`src/rtl/adder_nbit_seq.sv`:
```
// -----------------------------------------------------------------------------
// adder_nbit_seq
//
// Sequential (slice-serial) two's-complement adder/subtractor. One SLICE-bit
// chunk of the operands is added per clock, least significant chunk first. The
// carry between chunks is kept in a carry register. An operation of
// WIDTH/SLICE slices produces a one-cycle done pulse. The pulse appears in the
// cycle after the last slice edge.
//
// Parameters
//   WIDTH     operand/result width in bits (must be a multiple of SLICE)
//   SLICE     bits added per clock (SLICE == WIDTH gives a single RUN cycle)
//
// Ports
//   clk        in   rising-edge clock
//   reset      in   synchronous, active-high; aborts any operation
//   start      in   begin an operation (accepted in IDLE and DONE, ignored in RUN)
//   sub        in   0 = value1 + value2 + carry_in, 1 = value1 - value2
//   value1     in   first operand
//   value2     in   second operand
//   carry_in   in   carry into bit 0 (add only)
//   busy       out  operation in progress
//   done       out  one-cycle pulse, result outputs updated this cycle
//   sum        out  result, holds until the next done
//   carry_out  out  carry out of the MSB (subtract: 1 = no borrow)
//   overflow   out  signed overflow
//   zero       out  sum == 0 (carry_out not included)
// -----------------------------------------------------------------------------
module adder_nbit_seq #(
   parameter int WIDTH = 32,
   parameter int SLICE = 4
) (
   input  logic             clk,
   input  logic             reset,
   input  logic             start,
   input  logic             sub,
   input  logic [WIDTH-1:0] value1,
   input  logic [WIDTH-1:0] value2,
   input  logic             carry_in,
   output logic             busy,
   output logic             done,
   output logic [WIDTH-1:0] sum,
   output logic             carry_out,
   output logic             overflow,
   output logic             zero
);

   localparam int NSLICE = WIDTH / SLICE;
   localparam int IDX_W  = (NSLICE > 1) ? $clog2(NSLICE) : 1;
   localparam logic [IDX_W-1:0] LAST_IDX = IDX_W'(NSLICE - 1);

   localparam logic [1:0] S_IDLE = 2'd0;
   localparam logic [1:0] S_RUN  = 2'd1;
   localparam logic [1:0] S_DONE = 2'd2;

   logic [1:0]       state_reg;
   logic [IDX_W-1:0] idx_reg;
   logic [WIDTH-1:0] a_reg;     // operand A, shifted right one slice per cycle
   logic [WIDTH-1:0] b_reg;     // operand B (already inverted for subtract)
   logic [WIDTH-1:0] acc_reg;   // partial sum, filled from the top down
   logic             carry_reg;

   // The slice being added always sits in the low SLICE bits of a_reg/b_reg.
   logic [SLICE:0]   slice_total;
   logic [WIDTH-1:0] acc_next;
   logic             msb_carry_in;
   logic             overflow_next;

   always_comb begin
      slice_total = {1'b0, a_reg[SLICE-1:0]} + {1'b0, b_reg[SLICE-1:0]}
                  + {{SLICE{1'b0}}, carry_reg};
      // Each new slice enters at the top and earlier slices move down. After
      // NSLICE steps the first slice has reached bit 0.
      acc_next = (acc_reg >> SLICE)
               | (WIDTH'(slice_total[SLICE-1:0]) << (WIDTH - SLICE));
      // On the final slice, its top bit is bit WIDTH-1 of the result. The carry
      // into that bit is recovered from the bit's own sum: s = a ^ b ^ cin.
      msb_carry_in  = a_reg[SLICE-1] ^ b_reg[SLICE-1] ^ slice_total[SLICE-1];
      overflow_next = msb_carry_in ^ slice_total[SLICE];
   end

   always_ff @(posedge clk) begin
      if (reset) begin
         state_reg <= S_IDLE;
         idx_reg   <= '0;
         a_reg     <= '0;
         b_reg     <= '0;
         acc_reg   <= '0;
         carry_reg <= 1'b0;
         busy      <= 1'b0;
         done      <= 1'b0;
         sum       <= '0;
         carry_out <= 1'b0;
         overflow  <= 1'b0;
         zero      <= 1'b0;
      end else begin
         done <= 1'b0;
         case (state_reg)
            // DONE accepts start exactly like IDLE, so ops can run back to back.
            S_IDLE, S_DONE: begin
               if (start) begin
                  a_reg     <= value1;
                  b_reg     <= sub ? ~value2 : value2;
                  carry_reg <= sub ? 1'b1 : carry_in;
                  acc_reg   <= '0;
                  idx_reg   <= '0;
                  busy      <= 1'b1;
                  state_reg <= S_RUN;
               end else begin
                  state_reg <= S_IDLE;
               end
            end
            S_RUN: begin
               a_reg     <= a_reg >> SLICE;
               b_reg     <= b_reg >> SLICE;
               carry_reg <= slice_total[SLICE];
               acc_reg   <= acc_next;
               idx_reg   <= idx_reg + IDX_W'(1);
               if (idx_reg == LAST_IDX) begin
                  // Result outputs change only here, so partial sums stay hidden.
                  state_reg <= S_DONE;
                  busy      <= 1'b0;
                  done      <= 1'b1;
                  sum       <= acc_next;
                  carry_out <= slice_total[SLICE];
                  overflow  <= overflow_next;
                  zero      <= (acc_next == '0);
               end
            end
            default: begin
               state_reg <= S_IDLE;
               busy      <= 1'b0;
            end
         endcase
      end
   end

endmodule
```
`config.mk`:
```
export PLATFORM = sky130hd
export DESIGN_NAME = adder_nbit_seq
export DESIGN_NICKNAME = d
export VERILOG_FILES = /design/src/rtl/adder_nbit_seq.sv
export SDC_FILE = /design/constraint.sdc
export NUM_CORES = 1
export LEC_CHECK = 0
export BUFFER_PORTS_ARGS = -buffer_cell sky130_fd_sc_hd__clkbuf_2
export CAP_MARGIN = 15
export CORE_ASPECT_RATIO = 0.9
export CORE_MARGIN = 5
export CORE_UTILIZATION = 49
export DETAILED_ROUTE_END_ITERATION = 12
export PLACE_DENSITY = 0.74
export SLEW_MARGIN = 20
export SYNTH_ARGS = -nofsm -noshare
export SYNTH_HDL_FRONTEND = slang
export SYNTH_SLANG_ARGS = --single-unit
```
`constraint.sdc`:
```
create_clock -name clk -period 2.9 [get_ports clk]
set_input_delay 0.145 -clock clk [delete_from_list [all_inputs] [get_ports clk]]
set_output_delay 0.145 -clock clk [all_outputs]
set_load 0.03 [all_outputs]
```
---- Word level (Yosys, flattened, before mapping) ----
Index checks and enable logic that the tools add are counted.
storage, ports and cells
  register bits after elaboration ......... 139
  bits of input ports ..................... 69
  output and inout port bits .............. 37
cells by class
  bitwise operators ....................... 6
  muxes and demuxes ....................... 19
  reduce and logical (&&, ||, !) cells .... 8
  eq/ne operators ......................... 5
  $add $sub $neg .......................... 3
operators with widths
  operator                                                         number
  32-bit one-hot mux with 2 select lines                           3
  32-bit 2-to-1 mux                                                4
  32-bit zero test                                                 1
  32-bit inverter                                                  1
  28-bit by 32-bit bitwise OR with 32-bit output                   1
  1-bit 2-to-1 mux                                                 6
  3-bit one-hot mux with 2 select lines                            1
  2-bit AND reduction                                              3
  4-bit by 4-bit adder with 5-bit output                           1
  5-bit by 1-bit adder with 5-bit output                           1
  2-bit inequality test, second input constant                     2
  1-bit one-hot mux with 2 select lines                            2
  2-bit one-hot mux with 2 select lines                            1
  2-bit OR reduction                                               2
  3-bit by 1-bit adder with 3-bit output, second input constant    1
  3-bit == test, second input constant                             1
  3-bit 2-to-1 mux                                                 1
  1-bit XOR                                                        3
  2-bit by 1-bit == test with 1-bit output, second input constant  1
  2-bit == test, second input constant                             1
  2-bit zero test                                                  1
  2-bit 2-to-1 mux                                                 1
  2-bit nonzero test                                               1
  1-bit inverter                                                   1

---- Depth between registers and ports, before layout ----
  word-level depth ........................ 4
  depth in mapped cells ................... 8

---- Worst setup path after synthesis ----
No wires, ideal clock.
  kind .................................... register -> register
  start point ............................. reg a_reg[0]
  end point ............................... reg zero
  clock period less this slack ............ 2143 ps
  arrival ................................. 2084 ps
  stages on the path, launching flop included .. 9
  library setup time ...................... 59 ps
  buffers on the path ..................... 0
  slack ................................... 757 ps
  cell sequence ........................... dfxtp_1 inv_1 fa_1 inv_1 fa_1 nor4b_1 nand4_1 a2111oi_2 a31o_1
between the ends
  word-level cells in the longest chain between the ends .. 4
ends and longest elaborated chain
  what                                            line  source
  from (decl)                                     58    logic [WIDTH-1:0] a_reg;
  from (signal assigned)                          102   a_reg <= value1;
  from (signal assigned)                          114   a_reg <= a_reg >> SLICE;
  4-bit by 4-bit adder with 5-bit output          70    slice_total = {1'b0, a_reg[SLICE-1:0]} + {1'b0, b_reg[SLICE-1:0]}
  5-bit by 1-bit adder with 5-bit output          71    + {{SLICE{1'b0}}, carry_reg};
  28-bit by 32-bit bitwise OR with 32-bit output  75    | (WIDTH'(slice_total[SLICE-1:0]) << (WIDTH - SLICE));
  net acc_next[29]                                65    logic [WIDTH-1:0] acc_next;
  32-bit zero test                                127   zero <= (acc_next == '0);
  to (signal assigned)                            127
  to (decl)                                       45    output logic zero
The timed path passes the listed nets, and every way through them passes these cells.
A chain may end at the register's enable or synchronous reset.

---- Worst setup path in the final report ----
Same ends and word-level chain as after synthesis.

==> impl_metrics.csv <==
group,metric,value,unit
outcome,outcome,"complete, no violations",
die,die_w,120,um
finish,fin_nets,778,
logic_synthesis,synth_edf_count,0,
finish,final_area,6540,sq um
pwr,p_comb_frac,0.093,
clock_tree,cts_made_buffers,17,
logic_synthesis,yosys_register_bits,135,
clock_tree,clkLatencyLatePin,0.40,ns
route,antenna_left,0,
logic_synthesis,synthDistinctLibCells,33,
sta,whs,0.0203,ns
route,vias_per_cell,5.49,
pwr,p_seq_frac,0.441,
min_path,hold_depth,3,
worst_setup_path,critical_path.cell_chain,"inv_1 -> fa_1 -> inv_1 -> fa_1 -> nor4b_1 -> nand4_1 -> a2111oi_2 -> a31o_1",
global_routing,grt_pass1_vias,4580,
pwr,p_leak,2.60,nW
global_routing,grt_max_degree,75,
global_routing,overflow,0,
pwr,switching_share,0.250,
route,drc,0,
die,die_y,109,um
clock_tree,cts_root_buffer,"clkbuf_16",
place,dp_hpwl,8480,um
pwr,cell_internal_pwr,3.37,mW
route,drt-wirelength-per-cell,15.3,um
die,dieArea,13200,sq um
sta,worst_pin_slew,0.985,ns
logic_synthesis,synth_warnings,0,
die,boundaryPins,106,
pwr,cellPowerDensity,687,nW/um^2
worst_setup_path,r2r_end,"zero$_SDFFE_PP0P_",
job,drv_cap,0,
logic_synthesis,netlist.area_leader.share,0.503,
logic_synthesis,synth_area_leader_cell,"dfxtp_1",
route,first_iter_violations,442,
worst_setup_path,worstPathMaxFanout,3,
global_routing,track_usage,0.206,
clock_tree,htreeDepth,4,
min_path,min_to,"a_reg[29]$_SDFFE_PP0P_",
finish,final_cell_mix,"dfxtp_1, nand2_1, clkbuf_2",
finish,areaGrowthSynthToFinish,21.8,%
finish,finalCoreUtilization,0.608,
logic_synthesis,ys_seq_area_frac,0.503,
clock_tree,clk_pin_slew,0.06,ns
sta,max_freq,426,MHz
pwr,pwr-share-clk,0.466,
sta,period_share,0.810,
finish,register_area,2700,sq um
sta,finClkSkew,0.00435,ns
logic_synthesis,synthTopCellsByArea,"dfxtp_1, a22oi_1, a21oi_1, nand2_1, xor2_1",
min_path,hold_path_class,"input port to register",
worst_setup_path,critPathLaunchType,"register",
logic_synthesis,syn_area,5370,sq um
worst_setup_path,cp-end-kind,"register",
worst_setup_path,arrival,2.70,ns
worst_setup_path,slowest_stage,"fa_1",
worst_setup_path,critPathRequiredTime,3.25,ns
pwr,p_sw,1.12,mW
logic_synthesis,synthArstFlopShare,0,
logic_synthesis,synth_cells,620,
worst_setup_path,crit_type,"register to register",
finish,fillers,933,
worst_setup_path,reg2reg_depth,8,
logic_synthesis,synth_ff_type,"dfxtp_1",
finish,mostFrequentLayoutCell,"dfxtp_1",
clock_tree,clkSinkCount,135,
route,routed_wirelength,12900,um
route,firstDrtPassIters,5,
finish,diodes,0,
clock_tree,cts_tree,"done",
pwr,finalPower,4.49,mW
sta,setup_viol,0,
route,vias,4659,
sta,rsz0062_at_grt,"false",
worst_setup_path,reg2reg_from,"a_reg[0]$_SDFFE_PP0P_",
logic_synthesis,synthesis.nets,696,
finish,multi_input_area,2440,sq um
die,rows,36,
finish,drive_gt1_frac,0.214,
min_path,min_from,"value1[29]",
place,port_buffers,105,
sta,relSlewSlack,0.343,
clock_tree,cts_resized,0,
die,start_util,0.499,
worst_setup_path,slowest_delay,0.45,ns
pwr,peakVddDrop,0.351,mV
worst_setup_path,r2r_setup_slack,0.55,ns
place,gp_congestion,0.807,
sta,tns,0,ns
sta,final_hold_viol_count,0,
sta,final.min_clock_period,2.35,ns
sta,drv_slew,0,
clock_tree,cts_max_path_buffers,2,
global_routing,grt_pass1_wl,21900,um
global_routing,antenna_found_initial,0,
place,dpl_cell_area,5940,sq um
logic_synthesis,syn_area_per_cell,8.66,sq um
die,core,10800,sq um
[worst max-delay path: cells and delay by family (launching register included)]
family / cells / cell delay [ns]
AND/OR/NAND/NOR: 2 / 0.50
buffers and inverters: 2 / 0.14
adder cells (fa/ha/maj): 2 / 0.90
AO/OA/AOI/OAI: 2 / 0.42
flip-flops: 1 / 0.33
[how the worst max path moves through the flow]
stage / start / end / slack [ns] / cells after the start
after global placement: a_reg[0]$_SDFFE_PP0P_ / zero$_SDFFE_PP0P_ / 0.67 / 8
after CTS: a_reg[0]$_SDFFE_PP0P_ / zero$_SDFFE_PP0P_ / 0.53 / 8
final: a_reg[0]$_SDFFE_PP0P_ / zero$_SDFFE_PP0P_ / 0.55 / 8
after floorplan: a_reg[0]$_SDFFE_PP0P_ / zero$_SDFFE_PP0P_ / 0.76 / 8
after global routing: a_reg[0]$_SDFFE_PP0P_ / zero$_SDFFE_PP0P_ / 0.29 / 8
after detailed placement: a_reg[0]$_SDFFE_PP0P_ / zero$_SDFFE_PP0P_ / 0.55 / 8
[kinds of logic (layout without fill, tap and decap cells)]
group,Yosys count,in the layout,share of synthesized area
AOI/OAI and AO/OA,195,195,0.231
and+or+nand+nor,189,189,0.144
DFF,135,135,0.503
buffers and inverters,60,155,0.0468
xor gates and xnor gates,34,34,0.0555
adders and majority gates,7,7,0.0191
[timing repair]
| action | CTS | global route |
|---|---|---|
| endpoints found under the hold margin | 2 | 0 |
| setup buffers | 0 | 0 |
| hold buffers | 2 | 0 |
[Yosys cell counts, types with 3 or more instances]
cell type  instances
a21oi_1           91
buf_2             18
ha_1               5
nor2_1            54
o21ai_0            3
a22oi_1           91
nand2_1          116
nor4_1             6
buf_1              4
xor2_1            32
clkbuf_1          30
a211oi_1           3
inv_1              7
dfxtp_1          135
[per-stage QoR]
stage,instances,worst slack [ns]
detailed placement,814,0.550
floorplan,620,0.757
CTS,848,0.533
finish,848,0.550
global placement,814,0.673
global route,848,0.288
[area by class of cell]
class | count | area share
flip-flops and latches | 135 | 0.413
multi-input cells | 425 | 0.373
clock inverters | 13 | 0.0224
clock buffers | 19 | 0.0662
inverters | 7 | 0.00402
well taps | 133 | 0.0254
repair buffers | 116 | 0.0960
[layer usage]
layer  wire length, um  share of wire  global-route usage  vias to the layer above
li1                  -              -                   -                     2315
met1              5960           0.46               0.273                     2182
met2              6040           0.47               0.327                      146
met3               786          0.061              0.0628                       16
met4               167          0.013              0.0615                        0
met5                 0              0                   0                        -
[power groups by stage]
stage / sequential [mW] / clock (mW) / combinational [mW]
after global placement: 2.01 / 0 / 0.402
after global routing: 1.99 / 2.22 / 0.470
after CTS: 1.98 / 2.12 / 0.419
after floorplan: 2.01 / 0 / 0.293
after detailed placement: 2.02 / 0 / 0.413
final: 1.98 / 2.09 / 0.418
Note: power is estimated with default switching activity, not from simulation.
